## src/rtl/color_sensor_qualifier.sv

```systemverilog
// Qualifies raw edge/corner colour-sensor codes after a cube move: settle, then
// require a run of identical valid readings, retrying on timeout up to a sticky fault.
module color_sensor_qualifier #(
  parameter int unsigned SETTLE_CYCLES  = 50000,
  parameter int unsigned STABLE_COUNT   = 8,
  parameter int unsigned TIMEOUT_CYCLES = 1000000,
  parameter int unsigned MAX_RETRIES    = 3
) (
  input  logic       clock,
  input  logic       reset_n,
  input  logic       moves_done,
  input  logic       raw_valid,
  input  logic [2:0] raw_edge,
  input  logic [2:0] raw_corner,
  output logic       color_sensor_stable,
  output logic [2:0] edge_color_sensor,
  output logic [2:0] corner_color_sensor,
  output logic       sensor_fault,
  output logic       busy
);

  localparam int unsigned SW = $clog2(SETTLE_CYCLES + 1);
  localparam int unsigned MW = $clog2(STABLE_COUNT + 1);
  localparam int unsigned TW = $clog2(TIMEOUT_CYCLES + 1);
  localparam int unsigned RW = $clog2(MAX_RETRIES + 1);

  typedef enum logic [2:0] {IDLE, SETTLE, SAMPLE, REPORT, FAULT} state_e;

  state_e      state_q, state_d;
  logic [SW-1:0] settle_q, settle_d;
  logic [MW-1:0] match_q, match_d;
  logic [TW-1:0] tmo_q, tmo_d;
  logic [RW-1:0] retry_q, retry_d;
  logic [2:0]  cand_e_q, cand_e_d, cand_c_q, cand_c_d;
  logic [2:0]  edge_q, edge_d, corner_q, corner_d;
  logic        stable_q, fault_q, busy_q;

  logic          codes_ok;
  logic          same_pair;
  logic [MW-1:0] match_inc;

  assign codes_ok  = (raw_edge <= 3'd5) && (raw_corner <= 3'd5);
  assign same_pair = (raw_edge == cand_e_q) && (raw_corner == cand_c_q);
  assign match_inc = (match_q >= MW'(STABLE_COUNT)) ? match_q : match_q + MW'(1);

  // Next-state and datapath logic
  always_comb begin
    state_d  = state_q;
    settle_d = settle_q;
    match_d  = match_q;
    tmo_d    = tmo_q;
    retry_d  = retry_q;
    cand_e_d = cand_e_q;
    cand_c_d = cand_c_q;
    edge_d   = edge_q;
    corner_d = corner_q;

    unique case (state_q)
      IDLE: begin
        if (moves_done) begin
          state_d  = SETTLE;
          settle_d = '0;
          retry_d  = '0;
        end
      end
      SETTLE: begin
        if (settle_q == SW'(SETTLE_CYCLES - 1)) begin
          state_d  = SAMPLE;
          settle_d = '0;
          tmo_d    = '0;
          match_d  = '0;
        end else begin
          settle_d = settle_q + SW'(1);
        end
      end
      SAMPLE: begin
        tmo_d = tmo_q + TW'(1);
        if (raw_valid) begin
          if (!codes_ok) begin
            match_d = '0;
          end else if (match_q == '0 || same_pair) begin
            match_d  = match_inc;
            cand_e_d = raw_edge;
            cand_c_d = raw_corner;
          end else begin
            match_d  = MW'(1);
            cand_e_d = raw_edge;
            cand_c_d = raw_corner;
          end
        end
        // Qualification takes priority over a coincident timeout.
        if (match_d == MW'(STABLE_COUNT)) begin
          state_d  = REPORT;
          edge_d   = cand_e_d;
          corner_d = cand_c_d;
          match_d  = '0;
          tmo_d    = '0;
        end else if (tmo_q == TW'(TIMEOUT_CYCLES - 1)) begin
          retry_d  = retry_q + RW'(1);
          match_d  = '0;
          tmo_d    = '0;
          settle_d = '0;
          state_d  = (retry_d == RW'(MAX_RETRIES)) ? FAULT : SETTLE;
        end
      end
      REPORT:  state_d = IDLE;
      FAULT:   state_d = FAULT;
      default: state_d = IDLE;
    endcase
  end

  always_ff @(posedge clock or negedge reset_n) begin
    if (!reset_n) begin
      state_q  <= IDLE;
      settle_q <= '0;
      match_q  <= '0;
      tmo_q    <= '0;
      retry_q  <= '0;
      cand_e_q <= '0;
      cand_c_q <= '0;
      edge_q   <= '0;
      corner_q <= '0;
      stable_q <= 1'b0;
      fault_q  <= 1'b0;
      busy_q   <= 1'b0;
    end else begin
      state_q  <= state_d;
      settle_q <= settle_d;
      match_q  <= match_d;
      tmo_q    <= tmo_d;
      retry_q  <= retry_d;
      cand_e_q <= cand_e_d;
      cand_c_q <= cand_c_d;
      edge_q   <= edge_d;
      corner_q <= corner_d;
      stable_q <= (state_d == REPORT);
      fault_q  <= (state_d == FAULT);
      busy_q   <= (state_d == SETTLE) || (state_d == SAMPLE) || (state_d == REPORT);
    end
  end

  assign color_sensor_stable = stable_q;
  assign edge_color_sensor   = edge_q;
  assign corner_color_sensor = corner_q;
  assign sensor_fault        = fault_q;
  assign busy                = busy_q;

endmodule

```

## config.mk

```make
export PLATFORM = sky130hd
export DESIGN_NAME = color_sensor_qualifier
export DESIGN_NICKNAME = d
export VERILOG_FILES = /design/src/rtl/color_sensor_qualifier.sv
export SDC_FILE = /design/constraint.sdc
export NUM_CORES = 1
export LEC_CHECK = 0
export ABC_AREA = 1
export CAP_MARGIN = 20
export CORE_ASPECT_RATIO = 0.75
export CORE_MARGIN = 1
export CORE_UTILIZATION = 30
export CTS_BUF_LIST = sky130_fd_sc_hd__clkbuf_8
export DETAILED_ROUTE_END_ITERATION = 6
export PLACE_DENSITY = 0.56
export SYNTH_ARGS = -nofsm -noshare
export SYNTH_HDL_FRONTEND = slang
export SYNTH_SLANG_ARGS = --single-unit
```

## constraint.sdc

```tcl
create_clock -name clock -period 5.6 [get_ports clock]
set_clock_uncertainty 0.1 [all_clocks]
set_input_delay 1.12 -clock clock [delete_from_list [all_inputs] [get_ports clock]]
set_output_delay 1.12 -clock clock [all_outputs]
set_load 0.02 [all_outputs]
```

# After elaboration in Yosys (flattened, before gate mapping)
# Cells that the tools add are included.
# W data, S select, Z words.
# classes
n_addsub	4
n_lt_le_gt_ge	3
eq_ne	17
muxes	32
n_reduce_logical	14
# op_table
op	count
$mux W16	4
$mux W20	3
$pmux W16 S3	1
$pmux W20 S2	1
$mux W4	8
$mux W3	9
$add A20 B1 Y20 const B	1
$eq A20 B20 Y1 const B	1
$add A16 B1 Y16 const B	1
$eq A16 B16 Y1 const B	1
$pmux W3 S4	1
$eq A3 B2 Y1 const B	3
$ne A2 B2 Y1 const B	4
$pmux W4 S2	1
$reduce_and A4 Y1	2
$eq A3 B1 Y1 const B	2
$eq A3 B3 Y1	2
$eq A3 B3 Y1 const B	2
$le A3 B3 Y1 const B	2
$mux W2	3
$add A4 B1 Y4 const B	1
$eq A4 B4 Y1 const B	1
$ge A4 B4 Y1 const B	1
$logic_not A4 Y1	1
other kinds (9)	14
# word_totals
regBits	60
inputBits	10
out_inout_bits	9
elab_cells	82

# Logic depth before layout (Yosys ltp)
# depth
word_depth	13
mapped_depth	15
depth_no_buf	15

# Least setup slack after synthesis
# OpenSTA, ideal clock, no wires.
# synth_path
kind	input to register
start	input port raw_edge[1]
end	register tmo_q[12]
setup_ns	0.120
arrival_ns	2.254
required_time_ns	5.380
path_slack_ns	3.126
cell_stages	13
n_path_buf	0
cell_sequence	inv_1 -> o21ai_1 -> inv_2 -> nand2_2 -> a21oi_1 -> nand2_1 -> nand3_1 -> nor2_4 -> nand2_4 -> nand2_4 -> inv_2 -> nor2_8 -> nor2_2
# synth_via
elab_chain_len	10
elab_cells_between_ends	12
classes_between	1 x order compare; 2 x eq/ne; 6 x mux; 3 x reduce/logical
# synth_lines
element	line_no	source
start: declaration	13	input logic [2:0] raw_edge,
$eq A3 B3 Y1	43	assign same_pair = (raw_edge == cand_e_q) && (raw_corner == cand_c_q);
$logic_and A1 B1 Y1	43	
$logic_or A1 B1 Y1	81	end else if (match_q == '0 || same_pair) begin
$mux W4	81	
$mux W4 *	79	if (!codes_ok) begin
$mux W4 *	78	if (raw_valid) begin
$mux W4 *	58	unique case (state_q)
$eq A4 B4 Y1 *	92	if (match_d == MW'(STABLE_COUNT)) begin
$mux W20 *	92	
$pmux W20 S2 *	58	
end signal: assignment	130	tmo_q <= tmo_d;
end: declaration	32	logic [TW-1:0] tmo_q, tmo_d;
# Mark *: on every way between the ends. The rest lies on a longest branch, timed or not. The select of a mux whose other input is x is not followed.
# A chain may end at the register's enable or synchronous reset.

# Final worst setup path
# layout_path
start	input port raw_edge[2]
end	register corner_q[2] (netlist: corner_color_sensor[2])
# layout_via
elab_chain_len	9
elab_cells_between_ends	13
classes_between	1 x order compare; 2 x eq/ne; 6 x mux; 4 x reduce/logical
# layout_lines
element	line_no	source
$eq A3 B3 Y1	43	
$logic_and A1 B1 Y1	43	
$logic_or A1 B1 Y1	81	
$mux W4	81	
$mux W4	79	
$mux W4	78	
$mux W4	58	
$eq A4 B4 Y1	92	
$reduce_and A2 Y1 (no line)	-	
end signal: assignment	135	corner_q <= corner_d;
end: declaration	35	logic [2:0] edge_q, edge_d, corner_q, corner_d;
# Several ways; a longest one is shown, not always the timed one. The select of a mux whose other input is x is not followed.

==> flow_summary.toml <==
[outcome]
outcome = "finished clean"

[final_layout]
instances_no_fill = 680
area_growth_pct = 14.0
mostFrequentLayoutCell = "nand2_1"
drive_gt1_share_pct = 11.0
finalNetCount = 530
antenna_cells = 0
layout.cells.most_common_list = "nand2_1 (159), dfrtp_1 (60), inv_1 (54), nand3_1 (40), nor2_1 (29)"

[timing]
period_needed_ns = 2.93
drv_slew = 0
min_period_over_period_pct = 52.2
worst_pin_slew_ns = 1.04
hold-worst-slack_ns = 0.379
max_freq_ghz = 0.342
setup_viol = 0
setup_tns_ns = 0
timing.slew.headroom_pct = 30.0
rsz0062_at_grt = "false"
hold_viol_final = 0

[synthesis]
synth.top_cell.area_share_pct = 40.8
synth_warnings = 0
synth_cell_type_count = 37
avgSynthCellArea_um2 = 7.48
async_reset_ff_share_pct = 100
ys_ff_latch = 60
yosys-top-cells-area = "dfrtp_1 (41%), nand2_1 (16%), xor2_1 (5.7%), nand3_1 (5.4%), inv_1 (5.3%)"
syn_area_um2 = 3680
syn_inst = 492
synth.net_count = 507
synth_top_area_cell = "dfrtp_1"
synth-edff-count = 0
synth_flop_cell = "dfrtp_1"
ys_seq_area_share_pct = 40.8

[clock_network]
cts-root-buf = "clkbuf_8"
cts_tree = "done"
clk_latency_ns = 0.35
path_clk_slew_ns = 0.06
clk_path_buf_depth = 2
cts_buffers = 9
ctsHtreeMaxLevel = 3
hold_buffers = 0
cts_resized = 0
clock_sinks = 60
postCtsSetupBuffers = 0

[flow_run]
max_cap_violations = 0

[worst_hold_path]
hold_class = "reg -> reg"
hp-start = "corner_color_sensor[2]$_DFFE_PN0P_"

[floorplan]
rows = 34
dieArea_um2 = 12700
die_y_um = 97.9
core_region_area_um2 = 11800
initial_utilization_pct = 31.2
ios = 19
die_w_um = 130

[drt]
drt-wirelength-per-cell_um = 12.4
via_count = 3200
drc_errors = 0
ant_nets = 0
wirelength_um = 8410
drt_iter0_markers = 292
first_pass_iters = 5
viasPerCell = 4.71

[power]
total_power_uw = 1210
p_leak_uw = 0.00204
ir_drop_mv = 0.113
power.density_nw_per_um2 = 288

[worst_setup_path]
cpMostUsedCell = "nand2_1"
critPathBufInv = 4
max_stage_delay_ns = 0.47
crit_path_end_kind = "register"
cp-start-kind = "input pin"
path_delay_family = "simple AND/OR/NAND/NOR gates"
path_class = "in -> reg"
cp_max_fo = 14
cp_slowest_cell = "clkdlybuf4s50_1"
required_ns = 5.79
worstSetupStartpoint = "raw_edge[2]"
r2r-start = "state_q[1]$_DFF_PN0_"
cp_cell_sequence = "clkdlybuf4s50_1 -> inv_1 -> o21ai_1 -> inv_2 -> nand2_2 -> a21oi_1 -> nand2_1 -> nand3_1 -> nor2_4 -> nand3_4 -> inv_1 -> nand2_1 -> nand2_1"
crit_arrival_ns = 3.12

[global_route]
grt_pass1_vias = 3007
overflow = 0
antenna_found_initial = 0
grt_pass1_wl_um = 14800
grt_max_degree = 61
track_usage_pct = 14.8

[placement]
io_buffers = 18
place_congestion = 0.939
placed_cells = 666
dp_hpwl_um = 6180
[report_power, final]
part	switching [uW]	leakage (uW)	total, uW	internal, uW
Combinational	162	0.00126	260	98.9
Sequential	87.6	0.000684	581	493
Clock	171	0.0000973	366	196
Total	420	0.00204	1210	788
[sequential cells by signal, summed over array words and instances (netlist names)]
signal	cells
tmo_q	20
settle_q	16
match_q	4
cand_c_q	3
cand_e_q	3
corner_color_sensor	3
edge_color_sensor	3
state_q	3
retry_q	2
busy	1
color_sensor_stable	1
sensor_fault	1
[cell usage after synthesis, types with 6 or more instances]
cell     instances
o21ai_0         22
xor2_1          24
nor2_2          10
nand4_1         14
nor4_1           6
nor3_1          13
inv_2           12
inv_1           52
nor2_1          29
nand3_1         40
dfrtp_1         60
nand2_1        159
[per-stage QoR]
step	area [um^2]	worst slack, ns	utilization (%)
final	4200	2.67	35.6
after global routing	4200	2.45	35.6
after CTS	4200	2.68	35.6
after detailed placement	4030	2.31	34.2
after global placement	4030	2.36	34.2
after floorplan	3680	3.13	-
[metal layers]
layer / vias to the layer above / GRT usage, % / share of wire (%)
met4: 0 / 4.56 / 1.6
met3: 11 / 4.11 / 5.7
li1: 1624 / - / -
met1: 1474 / 21.6 / 52
met5: - / 0 / 0
met2: 91 / 20.9 / 41
[path summary, 6_finish.rpt]
path | end | slack (ns) | cells after the start
setup reg to reg | tmo_q[8]$_DFFE_PN0P_ | 2.69 | 7
max in group asynchronous | cand_c_q[1]$_DFFE_PN0P_ | 4.07 | 2
hold reg to reg | corner_color_sensor[2]$_DFFE_PN0P_ | 0.38 | 2
hold / removal | corner_color_sensor[2]$_DFFE_PN0P_ | 0.38 | 2
setup / recovery | corner_color_sensor[2]$_DFFE_PN0P_ | 2.67 | 13
min in group asynchronous | edge_color_sensor[1]$_DFFE_PN0P_ | 0.82 | 2
[final cells by class]
cell class / count / area, um^2
Timing Repair Buffer: 19 / 183
Inverter: 64 / 240
Clock buffer: 9 / 124
Clock inverter: 5 / 47.5
Fill cell: 1235 / 7580
Tap cell: 162 / 203
Sequential cell: 60 / 1500
Multi-Input combinational cell: 361 / 1900
[tightest hold or removal path, delay by kind of cell, from the launching register on]
family        cells  cell delay (ns)
flops             1             0.34
simple gates      2             0.10
[cell families after synthesis]
| group | Yosys count | synth area share [%] |
|---|---|---|
| compound gates | 39 | 6.12 |
| xor+xnor | 25 | 5.95 |
| fa+ha+maj | 5 | 1.70 |
| buf+inv | 71 | 7.61 |
| flops | 60 | 40.8 |
| simple gates | 292 | 37.9 |
(Power assumes the default switching activity.)
==> variant, RTL diff (same flow settings) <==
Put one more register stage on the output `color_sensor_stable`, cleared by the reset. The value now appears one clock later. The other outputs are not delayed to match.
--- a/src/rtl/color_sensor_qualifier.sv
+++ b/src/rtl/color_sensor_qualifier.sv
@@ -140,5 +140,11 @@
   end
 
-  assign color_sensor_stable = stable_q;
+  always_ff @(posedge clock or negedge reset_n) begin
+    if (!reset_n) begin
+      color_sensor_stable <= '0;
+    end else begin
+      color_sensor_stable <= stable_q;
+    end
+  end
   assign edge_color_sensor   = edge_q;
   assign corner_color_sensor = corner_q;
Function: same outputs for any inputs over 10 cycles, from zero or initial values and one cycle with reset_n low; that may be too few to reach the edited logic, so the function may still have changed.
==> variant against the unedited design <==
Sequential cell count is 1 higher; highest routed layer unchanged; global-route usage decreased by 0.48 points; first-iteration DRC count shrank 40%; combinational power about the same; setup slack improved by 0.022 ns; power increased by 1.4%; final area rose by 0.74%; routed wire length increased by 0.13%; critical endpoint is now corner_color_sensor[1]; area after synthesis is 0.68% higher; sequential share of layout area grew 0.33 points.
==> variant: results (changes against the unedited design) <==
Layout
  – Share of layout cells above drive strength 1: 0.114 (+0.00364)
  – Nets@finish: 531 (+0.19%)

Timing
  – Actual slew at the worst max-slew pin: 1.01 ns (-0.0386 ns)
  – Hold slack: 0.264 ns (-0.115 ns)
  – Final Cycle Share: 0.519 (-0.00390)

Clock tree
  – Post-CTS Setup Bufs: 0 (unchanged)
  – Number of buffers created by CTS: 9 (unchanged)
  – Worst-Skew Late Latency: 0.35 ns (about the same)

Setup path
  – Setup slack, reg-to-reg: 2.74 ns (+0.05 ns)
  – Data arrival time of the worst path: 3.09 ns (-0.03 ns)

Placed design
  – Placer Congestion: 0.875 (-6.8%)
  – Pre-CTS setup slack: 2.31 ns (+0.00427 ns)
  – DP Wirelength: 6220 um (+0.68%)
  – # placed instances: 667 (+0.15%)

Global routing
  – Number of global-route vias before repair: 2,956 (-1.7%)
  – Largest net degree at the start of global routing: 62 (+1.6%)
  – First-pass GRT wire length: 14,200 um (-3.7%)
  – GRT Util Overall: 0.143 (-0.00479)

Drt
  – Total iterations of the first detailed-routing run: 4 (-1)
  – DR vias: 3,219 (+0.59%)
  – Initial detailed-routing violation count: 175 (-40%)
  – Vias per cell: 4.73 (+0.45%)

Logic synthesis
  – Synthesized area per cell: 7.52 um^2 (+0.48%)
  – Sequential share of the synthesized area: 0.412 (+0.00400)
  – Largest cells by area after synthesis: dfrtp_1 41%, nand2_1 16%, xor2_1 5.7%
  – Post-synthesis net count: 508 (+0.20%)
  – Post-synth top flop: dfrtp_1
  – Unique masters post-synth: 37 (unchanged)

Power and ir drop
  – Static Leak: 2.05 nW (+0.56%)
  – Switching power: 0.427 mW (+1.7%)
  – VDD IR max: 0.000103 V (-9.1%)

Outcome
  – Status: finished clean

Hold path
  – Hold depth: 0 (-2)
[variant: kinds of logic (layout without fill, tap and decap cells)]
logic type	Yosys count	after routing	share of synthesized area
AOI/OAI and AO/OA	39	39	0.0608
xor gates and xnor gates	25	25	0.0591
adders and majority gates	5	5	0.0169
buffers and inverters	71	97	0.0756
DFF	61	61	0.412
and+or+nand+nor	292	292	0.376
[variant: routing by layer]
metal	wire length, um	vias to the layer above	track usage
li1	-	1628	-
met1	4340	1489	0.214
met2	3490	95	0.194
met3	492	7	0.0477
met4	103	0	0.0398
met5	0	-	0
[variant: area by class of cell]
class	count	area [um^2]
fill	1280	7600
clock inverter	5	53.8
clock buffer	9	124
tap	162	203
sequential	61	1530
inverter	64	240
multi-input combinational	361	1900
timing repair buffer	19	183
[variant: metrics by stage]
| stage | cell area, um^2 | utilization |
|---|---|---|
| after CTS | 4230 | 0.358 |
| after detailed placement | 4050 | 0.343 |
| after global routing | 4230 | 0.358 |
| after floorplan | 3710 | - |
| after global placement | 4050 | 0.343 |
| final | 4230 | 0.358 |
[variant: worst paths after layout]
| kind | from | to |
|---|---|---|
| min in group asynchronous | reset_n | tmo_q[9] |
| max reg2reg | state_q[1] | tmo_q[8] |
| min | stable_q | color_sensor_stable |
| max | raw_edge[1] | corner_color_sensor[1] |
| min reg2reg | stable_q | color_sensor_stable |
| max in group asynchronous | reset_n | retry_q[1] |
[variant: power groups by stage]
stage / registers [mW] / clock network [mW] / logic, mW
floorplan: 0.572 / 0 / 0.202
global placement: 0.592 / 0 / 0.256
detailed placement: 0.593 / 0 / 0.261
CTS: 0.586 / 0.391 / 0.262
global route: 0.598 / 0.409 / 0.298
finish: 0.588 / 0.376 / 0.260
